`src/rtl/morse_tx_if.sv`:
```
// Handshake and output bundle between the key decoder (master) and morse_tx (slave).
// The repeat_en request exists only when MORSE_REPEAT_EN is defined.
interface morse_tx_if #(
    parameter int MAX_SYMS = 4,
    parameter int LEN_W    = $clog2(MAX_SYMS + 1)
);
    logic                start;
    logic [LEN_W-1:0]    sym_len;
    logic [MAX_SYMS-1:0] sym_pattern;
`ifdef MORSE_REPEAT_EN
    logic                repeat_en;
`endif
    logic                outs;
    logic                ready;
    logic                busy;
    logic                done;

    modport master (
        output start, sym_len, sym_pattern,
`ifdef MORSE_REPEAT_EN
        output repeat_en,
`endif
        input  outs, ready, busy, done
    );

    modport slave (
        input  start, sym_len, sym_pattern,
`ifdef MORSE_REPEAT_EN
        input  repeat_en,
`endif
        output outs, ready, busy, done
    );
endinterface

```
`src/rtl/morse_tx.sv`:
```
// Morse letter transmitter: plays up to MAX_SYMS dots/dashes with unit timing from a tick prescaler.
// Optional MORSE_REPEAT_EN adds a repeat request and a 3-unit letter gap (LGAP) before replay.
module morse_tx #(
    parameter int TICK_DIV   = 25000000,
    parameter int MAX_SYMS   = 4,
    parameter int DOT_UNITS  = 1,
    parameter int DASH_UNITS = 3,
    parameter int GAP_UNITS  = 1,
    parameter int LEN_W      = $clog2(MAX_SYMS + 1)
) (
    input  logic      clk,
    input  logic      resetn,
    morse_tx_if.slave bus
);
    localparam int TW   = (TICK_DIV > 1) ? $clog2(TICK_DIV) : 1;
    localparam int UM1  = (DOT_UNITS > DASH_UNITS) ? DOT_UNITS : DASH_UNITS;
    localparam int UM2  = (UM1 > GAP_UNITS) ? UM1 : GAP_UNITS;
    localparam int UMAX = (UM2 > 3) ? UM2 : 3;
    localparam int UW   = $clog2(UMAX + 1);
    localparam logic [TW-1:0]    TICK_LAST = TW'(TICK_DIV - 1);
    localparam logic [LEN_W-1:0] MAX_L     = LEN_W'(MAX_SYMS);

    typedef enum logic [2:0] {
        S_IDLE,
        S_MARK,
        S_SPACE,
`ifdef MORSE_REPEAT_EN
        S_LGAP,
`endif
        S_FIN
    } state_t;

    state_t              r_state;
    logic [TW-1:0]       r_tick;
    logic [UW-1:0]       r_unit;
    logic [LEN_W-1:0]    r_idx;
    logic [LEN_W-1:0]    r_len;
    logic [MAX_SYMS-1:0] r_pat;
    logic                r_outs;
    logic                r_busy;
    logic                r_ready;
    logic                r_done;

    logic                w_strobe;
    logic                w_cur_dash;
    logic                w_phase_end;
    logic                w_last_sym;
    logic [TW-1:0]       w_tick_adv;
    logic [UW-1:0]       w_unit_adv;
    logic [UW-1:0]       w_units;
    logic [MAX_SYMS-1:0] w_pat_sh;
    logic [LEN_W-1:0]    w_idx_nx;
    logic [LEN_W-1:0]    w_len_clamp;

    always_comb begin
        w_strobe    = (r_tick == TICK_LAST);
        w_tick_adv  = w_strobe ? '0 : r_tick + 1'b1;
        w_unit_adv  = w_strobe ? r_unit + 1'b1 : r_unit;
        w_pat_sh    = r_pat >> r_idx;
        w_cur_dash  = w_pat_sh[0];
        case (r_state)
            S_MARK:  w_units = w_cur_dash ? UW'(DASH_UNITS) : UW'(DOT_UNITS);
            S_SPACE: w_units = UW'(GAP_UNITS);
`ifdef MORSE_REPEAT_EN
            S_LGAP:  w_units = UW'(3);
`endif
            default: w_units = UW'(1);
        endcase
        // A phase ends on the strobe that completes its final unit.
        w_phase_end = w_strobe && (r_unit == w_units - 1'b1);
        w_idx_nx    = r_idx + 1'b1;
        w_last_sym  = (w_idx_nx >= r_len);
        w_len_clamp = (bus.sym_len > MAX_L) ? MAX_L : bus.sym_len;
    end

    // Pattern is data only; it is captured on acceptance and never needs a reset value.
    always_ff @(posedge clk) begin
        if (r_state == S_IDLE && bus.start)
            r_pat <= bus.sym_pattern;
    end

    always_ff @(posedge clk) begin
        if (!resetn) begin
            r_state <= S_IDLE;
            r_tick  <= '0;
            r_unit  <= '0;
            r_idx   <= '0;
            r_len   <= '0;
            r_outs  <= 1'b0;
            r_busy  <= 1'b0;
            r_ready <= 1'b1;
            r_done  <= 1'b0;
        end else begin
            r_tick <= w_tick_adv;
            r_unit <= w_unit_adv;
            r_done <= 1'b0;
            case (r_state)
                S_IDLE: begin
                    r_tick <= '0;
                    r_unit <= '0;
                    if (bus.start) begin
                        r_len   <= w_len_clamp;
                        r_idx   <= '0;
                        r_ready <= 1'b0;
                        if (w_len_clamp != '0) begin
                            r_state <= S_MARK;
                            r_outs  <= 1'b1;
                            r_busy  <= 1'b1;
                        end else begin
                            r_state <= S_FIN;
                            r_done  <= 1'b1;
                        end
                    end
                end
                S_MARK: begin
                    if (w_phase_end) begin
                        r_tick  <= '0;
                        r_unit  <= '0;
                        r_state <= S_SPACE;
                        r_outs  <= 1'b0;
                    end
                end
                S_SPACE: begin
                    if (w_phase_end) begin
                        r_tick <= '0;
                        r_unit <= '0;
                        r_idx  <= w_idx_nx;
                        if (!w_last_sym) begin
                            r_state <= S_MARK;
                            r_outs  <= 1'b1;
                        end else
`ifdef MORSE_REPEAT_EN
                        if (bus.repeat_en) begin
                            r_state <= S_LGAP;
                            r_idx   <= '0;
                        end else
`endif
                        begin
                            r_state <= S_FIN;
                            r_busy  <= 1'b0;
                            r_done  <= 1'b1;
                        end
                    end
                end
`ifdef MORSE_REPEAT_EN
                S_LGAP: begin
                    if (w_phase_end) begin
                        r_tick  <= '0;
                        r_unit  <= '0;
                        r_state <= S_MARK;
                        r_outs  <= 1'b1;
                    end else begin
                        // Raise done so it is registered during the final LGAP cycle.
                        r_done <= (w_tick_adv == TICK_LAST) && (w_unit_adv == UW'(2));
                    end
                end
`endif
                S_FIN: begin
                    r_tick  <= '0;
                    r_unit  <= '0;
                    r_state <= S_IDLE;
                    r_ready <= 1'b1;
                end
                default: begin
                    r_state <= S_IDLE;
                    r_outs  <= 1'b0;
                    r_busy  <= 1'b0;
                    r_ready <= 1'b1;
                end
            endcase
        end
    end

    assign bus.outs  = r_outs;
    assign bus.busy  = r_busy;
    assign bus.ready = r_ready;
    assign bus.done  = r_done;
endmodule
```
`src/flat_wrapper.sv`:
```
// flat-port wrapper written by rule: the top's interface ports become plain ports
module morse_tx_flat 
#(
    parameter int TICK_DIV   = 25000000,
    parameter int MAX_SYMS   = 4,
    parameter int DOT_UNITS  = 1,
    parameter int DASH_UNITS = 3,
    parameter int GAP_UNITS  = 1,
    parameter int LEN_W      = $clog2(MAX_SYMS + 1)
)
  (clk, resetn, bus_start, bus_sym_len, bus_sym_pattern, bus_outs, bus_ready, bus_busy, bus_done);
  morse_tx_if #(.MAX_SYMS(MAX_SYMS), .LEN_W(LEN_W)) bus_i ();
  input  logic clk;
  input  logic resetn;
  input wire logic [$bits(bus_i.start)-1:0] bus_start;
  input wire logic [$bits(bus_i.sym_len)-1:0] bus_sym_len;
  input wire logic [$bits(bus_i.sym_pattern)-1:0] bus_sym_pattern;
  output wire logic [$bits(bus_i.outs)-1:0] bus_outs;
  output wire logic [$bits(bus_i.ready)-1:0] bus_ready;
  output wire logic [$bits(bus_i.busy)-1:0] bus_busy;
  output wire logic [$bits(bus_i.done)-1:0] bus_done;
  assign bus_i.start = bus_start;
  assign bus_i.sym_len = bus_sym_len;
  assign bus_i.sym_pattern = bus_sym_pattern;
  assign bus_outs = bus_i.outs;
  assign bus_ready = bus_i.ready;
  assign bus_busy = bus_i.busy;
  assign bus_done = bus_i.done;
  morse_tx #(.TICK_DIV(TICK_DIV), .MAX_SYMS(MAX_SYMS), .DOT_UNITS(DOT_UNITS), .DASH_UNITS(DASH_UNITS), .GAP_UNITS(GAP_UNITS), .LEN_W(LEN_W)) u_core (.clk(clk), .resetn(resetn), .bus(bus_i));
endmodule
```
`config.mk`:
```
export PLATFORM = sky130hd
export DESIGN_NAME = morse_tx_flat
export DESIGN_NICKNAME = d
export VERILOG_FILES = /design/src/rtl/morse_tx_if.sv /design/src/rtl/morse_tx.sv /design/src/flat_wrapper.sv
export SDC_FILE = /design/constraint.sdc
export NUM_CORES = 1
export LEC_CHECK = 0
export BUFFER_PORTS_ARGS = -buffer_cell sky130_fd_sc_hd__buf_2
export CORE_AREA = 2 2 72 74
export DETAILED_ROUTE_END_ITERATION = 10
export DIE_AREA = 0 0 74 76
export HOLD_SLACK_MARGIN = 0.12
export PLACE_DENSITY_LB_ADDON = 0.25
export SYNTH_ARGS = -nofsm -noshare
export SYNTH_HDL_FRONTEND = slang
export SYNTH_SLANG_ARGS = --single-unit
```
`constraint.sdc`:
```
create_clock -name clk -period 4.8 [get_ports clk]
set_input_delay 0.48 -clock clk [delete_from_list [all_inputs] [get_ports clk]]
set_output_delay 0.48 -clock clk [all_outputs]
set_load 0.01 [all_outputs]
```
Yosys cells after proc, flatten, opt, wreduce, memory -nomap -nowiden
Index checks and enable logic that the tools add are counted.
Widths: inputs -> output; s select.
{"block": "op_classes", "n_reduce_logical": 14, "n_eq_ne": 11, "n_bitwise": 3, "n_addsub": 4, "magnitude_cmp": 2, "mux": 34, "n_shift": 1}
{"cell": "$mux 25", "n": 2}
{"cell": "$pmux 25 s2", "n": 1}
{"cell": "$add 25x1->25 const B", "n": 1}
{"cell": "$eq 25x25->1 const B", "n": 1}
{"cell": "$mux 3", "n": 6}
{"cell": "$mux 1", "n": 12}
{"cell": "$mux 2", "n": 6}
{"cell": "$pmux 3 s3", "n": 1}
{"cell": "$eq 3x2->1 const B", "n": 2}
{"cell": "$ne 2x1->1 const B", "n": 3}
{"cell": "$ne 2x2->1 const B", "n": 3}
{"cell": "$pmux 3 s2", "n": 1}
{"cell": "$reduce_and 3->1", "n": 2}
{"cell": "$reduce_and 6->1", "n": 1}
{"cell": "$reduce_or 2->1", "n": 3}
{"cell": "$reduce_and 5->1", "n": 1}
{"cell": "$pmux 1 s2", "n": 2}
{"cell": "$pmux 1 s4", "n": 1}
{"cell": "$pmux 2 s2", "n": 1}
{"cell": "$reduce_and 2->1", "n": 2}
{"cell": "$shr 4x3->1", "n": 1}
{"cell": "$add 3x1->3 const B", "n": 1}
{"cell": "$eq 3x1->1 const B", "n": 1}
{"cell": "$ge 3x3->1", "n": 1}
{"cell": "other kinds (10)", "n": 13}
{"block": "word_totals", "register_bits": 44, "in_bits": 10, "wordCells": 79, "out_inout_bits": 4}

Longest topological paths before layout
{"block": "depth", "word_depth": 8, "mapped_depth": 9, "depth_no_buf": 9}

Worst setup path before layout
Ideal clock, no wire load.
{"block": "synth_timing", "path_kind": "register to register", "from": "register u_core.r_tick[16]", "to": "register u_core.r_idx[2]", "slack_ns": 2.691, "synth_period_minus_slack_ns": 2.109, "stages_incl_launch_ff": 7, "required_ns": 4.731, "path_buffers": 0, "t_arrival_ns": 2.040, "setup_time_ns": 0.069, "cell_sequence": "dfxtp_1 or3b_1 nor4_2 nand4_2 or3_4 or4_1 o21ai_1"}
{"block": "synth_via", "elab_chain_len": 4}
{"element": "start: declaration", "line": "morse_tx.sv:34", "text": "logic [TW-1:0] r_tick;"}
{"element": "start signal: assignment", "line": "morse_tx.sv:94", "text": "r_tick <= w_tick_adv;"}
{"element": "$eq 25x25->1", "line": "morse_tx.sv:56", "text": "w_strobe = (r_tick == TICK_LAST);"}
{"element": "$logic_and 1x1->1", "line": "morse_tx.sv:70", "text": "w_phase_end = w_strobe && (r_unit == w_units - 1'b1);"}
{"element": "$ne 2x1->1 (no line)"}
{"element": "$reduce_and 3->1 (no line)"}
{"element": "end signal: assignment", "line": "morse_tx.sv:127", "text": "r_idx <= w_idx_nx;"}
{"element": "end: declaration", "line": "morse_tx.sv:36", "text": "logic [LEN_W-1:0] r_idx;"}
No other way between the ends.
A chain may end at the register's enable or synchronous reset.

Final worst setup path
{"block": "layout_timing", "from": "register u_core.r_tick[0]", "to": "register u_core.r_tick[22]"}
{"block": "layout_via", "elab_chain_len": 4, "word_cells_on_any_way": 6, "classes_between": "add/sub (1); eq/ne (1); mux (3); reduce/logical (1)"}
{"element": "$add 25x1->25 or $eq 25x25->1 (tied branches)", "line": "morse_tx.sv:57, morse_tx.sv:56"}
{"element": "$mux 25 or $logic_and 1x1->1 (tied branches)", "line": "morse_tx.sv:57, morse_tx.sv:70"}
{"element": "$mux 25", "line": "morse_tx.sv:116, morse_tx.sv:124"}
{"element": "$pmux 25 s2 (*)", "line": "morse_tx.sv:97", "text": "case (r_state)"}
Every way passes the cells marked *; elsewhere a longest branch is shown, timed or not.

==> run summary <==
The flow ran to the end, and the final reports show no timing, DRC or antenna violations. After detailed placement, the total cell area comes to 2230 um2. The flip-flop and latch area was 901 um2; the number of gates resized after cts was 0. The final hold violation count is 0. After detailed routing, the average wire length per cell comes to 11.8 um.

Counting the fill cells in the layout gives 491. Port buffering added 13 buffers. In this run the static leakage power is 0.816 nW. The logs give 42 for the number of distinct library cells after synthesis and 256 for the total nets after synthesis.

The critical path goes through ha_1, nand4_1, nor4_1, nand4_1, or3_1, a21oi_1. Pin placement for this block handled 14 I/O pins. The launching element type of the critical path was a flop. The share of layout cells above drive strength 1 was 12.6%; the number of buffers added by the clock tree synthesis step was 5.

The met1 layer usage reported by global route is 18.0%, and the final period demand of the worst path is 2.33 ns. The run gives 26 as the number of cell rows. Global routing's busiest layer: met2. The worst setup path startpoint was u_core.r_tick[0]$_SDFF_PN0_. After synthesis, the share of flip-flops with an asynchronous set or reset is 0%. The DRC violations left was 0. Actual transition at the worst max-transition pin: 0.939 ns. The run gives 2100 um2 as the cell area after technology mapping. The tightest min-delay check is of the in -> reg type. The kind of critical path is reg -> reg.

Detailed placer's ending HPWL: 2.75 mm. The tools report the pin count of the biggest net entering global routing as 26. Setup violations remaining at the end of the flow were counted as 0. The first global-routing pass estimated 6.62 mm of wire.

The register clock-pin slew on the reported worst setup and hold paths is 0.08 ns, and the global-route track usage on met2 is 24.8%. For this run, the register share of the synthesized area comes to 42.9%. The run gives 0 ns as the final total negative setup slack.

The logs give 5.00 ns for the data required time at the worst endpoint and 2.53 ns for the data arrival time of the critical path. For this run, the number of Yosys warnings is 0. The post-detailed-route count of antenna-violating nets came out at 0. TritonCTS built the clock tree. In the final layout, the multi-input gates occupy 1140 um2. The number of flops mapped to enable cells by yosys is 4, and the number of antenna violations at the first check in global routing is 0. After technology mapping, the gate count stands at 237.

Across all register-to-register paths, the minimum setup slack is 2.47 ns. The y dimension of the die is 76 um. Dividing total power by cell area gives a power density of 394 nW/um2.

The number of vias per cell came out at 4.91. Among the stages of the critical path, the cell type that occurs most often is sky130_fd_sc_hd__nand4_1. The logs give 5620 um2 for the area enclosed by the die boundary and 0 for the post-CTS repair timing setup buffer count. The worst pin sits at a relative slew slack of 37.2%. The sort of element at the end of the critical path was a flop.

Buffer type at the clock tree root: sky130_fd_sc_hd__clkbuf_8. Summed over all layers, the global routing overflow is 0. In this run the mean area of a mapped cell was 8.86 um2. The maximum fanout encountered on the critical timing path is 4, and the register bit total from synthesis is 43. Chip width: 74 um. For this run, the top clock speed supported by timing is 430 MHz. For the maximum clock skew at final layout, the log shows 0.00600 ns. The number of nets at the end of the flow is 271, and the layout-stage area growth over the synthesis result is 11.5%. The run gives 220 uV as the maximum vdd drop.

The clock tree synthesis step divided the H-tree into 2 levels. After the first detailed-routing iteration, the DRC count stood at 62. The maximum buffer depth of the clock tree was 2. The worst register-to-register path begins at u_core.r_tick[0]$_SDFF_PN0_. The post-layout instance area is 2340 um2, and the number of clock sinks is 43. The portion of the clock cycle consumed by the worst path in the final layout works out to 48.5%.

The startpoint of the most critical hold path is bus_sym_pattern[2]. Among all flip-flop cells after synthesis, the most frequent one is sky130_fd_sc_hd__dfxtp_1. The total detailed-routing wirelength is 3.82 mm. The clock latency reported for the late side of the worst-skew pair came out at 0.29 ns. The stage delay of the slowest cell on the critical path was 0.65 ns; the final weighted congestion in routability-driven placement was 0.758. Leaving out fill and tap cells, the most frequent cells in the layout are sky130_fd_sc_hd__dfxtp_1 (39), sky130_fd_sc_hd__nor2_1 (31), sky130_fd_sc_hd__nand2_1 (27).

The via count of the first global-routing pass was 1546. The commonest non-fill, non-tap cell in the layout was sky130_fd_sc_hd__dfxtp_1. Max-cap violations in this run came to 0.

0 antenna diodes ended up in the layout. The slowest stage of the critical path belongs to the cell sky130_fd_sc_hd__nor4_1. Counting both buffers and inverters, the worst setup path holds a total of 0. For met3 alone, demand over resource in global routing was 3.57%. The floorplan step defined a core boundary enclosing 4910 um2.

The logs give 0 for the final number of max-transition violations and 14.7% for the all-layer global routing usage. The critical path's top delay family is simple AND/OR/NAND/NOR gates. The run gives 42.7% as the starting utilization of the core area.

The run gives 1586 as the total via count after detailed routing. After clock tree synthesis, the flow added hold-fix buffers numbering 0. The first TritonRoute pass finished after 4 iterations. Setup repair after global routing left no endpoint under its margin.
routing by layer:
layer	vias up	routed length (um)
li1	840	-
met1	726	1790
met2	15	1860
met3	5	113
met4	0	53
met5	-	0
cells by family after synthesis:
group	after synthesis	share of synthesized area, %
XOR/XNOR	24	10.0
multiplexers	3	2.03
flip-flops	43	42.9
AO/OA/AOI/OAI	26	7.39
AND/OR/NAND/NOR	117	29.6
adder cells (fa/ha/maj)	9	5.36
buffers and inverters	15	2.68
Yosys cell counts, types with 2 or more instances:
library cell                n  area share (%)
sky130_fd_sc_hd__o211ai_1   5             1.8
sky130_fd_sc_hd__or3_1      3            0.89
sky130_fd_sc_hd__and2_1     2            0.60
sky130_fd_sc_hd__nand3_1   10             2.4
sky130_fd_sc_hd__or4_1      2            0.71
sky130_fd_sc_hd__nor3b_1    3             1.1
sky130_fd_sc_hd__or3b_2     2            0.83
sky130_fd_sc_hd__nor3_1     6             1.4
sky130_fd_sc_hd__nor4_2     2             1.2
sky130_fd_sc_hd__nor2b_1    6             1.8
sky130_fd_sc_hd__clkbuf_1   5            0.89
sky130_fd_sc_hd__nor4_1     2            0.60
sky130_fd_sc_hd__nand2_1   27             4.8
sky130_fd_sc_hd__or2_2      2            0.60
sky130_fd_sc_hd__a21boi_1   2            0.71
sky130_fd_sc_hd__inv_1     10             1.8
sky130_fd_sc_hd__ha_1       9             5.4
sky130_fd_sc_hd__nand4_1    5             1.5
sky130_fd_sc_hd__nand3b_1   4             1.4
sky130_fd_sc_hd__o21ai_0    7             1.7
sky130_fd_sc_hd__dfxtp_1   39              37
sky130_fd_sc_hd__nor2_1    31             5.5
sky130_fd_sc_hd__xnor2_1   11             4.6
sky130_fd_sc_hd__edfxtp_1   4             5.7
sky130_fd_sc_hd__mux2i_1    2            0.95
sky130_fd_sc_hd__xor2_1    13             5.4
sky130_fd_sc_hd__a21oi_1    8             1.9
per-stage QoR:
stage / hold slack (ns) / setup slack, ns / total power, mW / std cells / utilization, %
6_report: 0.353 / 2.47 / 0.922 / 323 / 47.7
3_5_place_dp: 0.452 / 2.48 / 0.659 / 315 / 45.5
3_3_place_gp: 0.443 / 2.53 / 0.655 / 315 / 45.5
4_1_cts: 0.343 / 2.45 / 0.937 / 323 / 47.7
2_1_floorplan: 0.426 / 2.69 / 0.600 / 237 / -
5_1_grt: 0.346 / 2.25 / 0.987 / 323 / 47.7
power breakdown:
group	leakage, nW	switching (mW)	internal (mW)
clock network	0.0556	0.122	0.152
registers	0.354	0.0190	0.396
logic	0.407	0.147	0.0855
total	0.816	0.288	0.634
cell type report:
class / instances / area share (%)
Multi-Input combinational cell: 179 / 48.8
Clock inverter: 3 / 1.66
Tap cell: 70 / 3.74
Inverter: 10 / 1.60
Sequential cell: 43 / 38.5
Timing Repair Buffer: 13 / 2.78
Clock buffer: 5 / 2.94
final timing paths:
kind / to / depth (start not counted)
hold reg to reg: u_core.bus.busy$_SDFFE_PN0P_ / 2
setup / recovery: u_core.r_tick[22]$_SDFF_PN0_ / 6
setup reg to reg: u_core.r_tick[22]$_SDFF_PN0_ / 6
hold / removal: u_core.r_pat[2]$_DFFE_PP_ / 1
worst reg2reg max path: cells and delay by family, from the launching register on:
kind                     cells  cell delay, ns
AO/OA/AOI/OAI                1            0.14
AND/OR/NAND/NOR              4            1.50
adder cells (fa/ha/maj)      1            0.22
flip-flops                   1            0.37
sequential cells by signal (all words and copies together) (netlist names):
register,flops
u_core.r_tick,25
u_core.r_pat,4
u_core.r_idx,3
u_core.r_len,3
u_core.r_state,2
u_core.r_unit,2
u_core.bus.busy,1
u_core.bus.done,1
u_core.bus.outs,1
u_core.bus.ready,1
No activity file was read; power rests on OpenSTA's default activity.
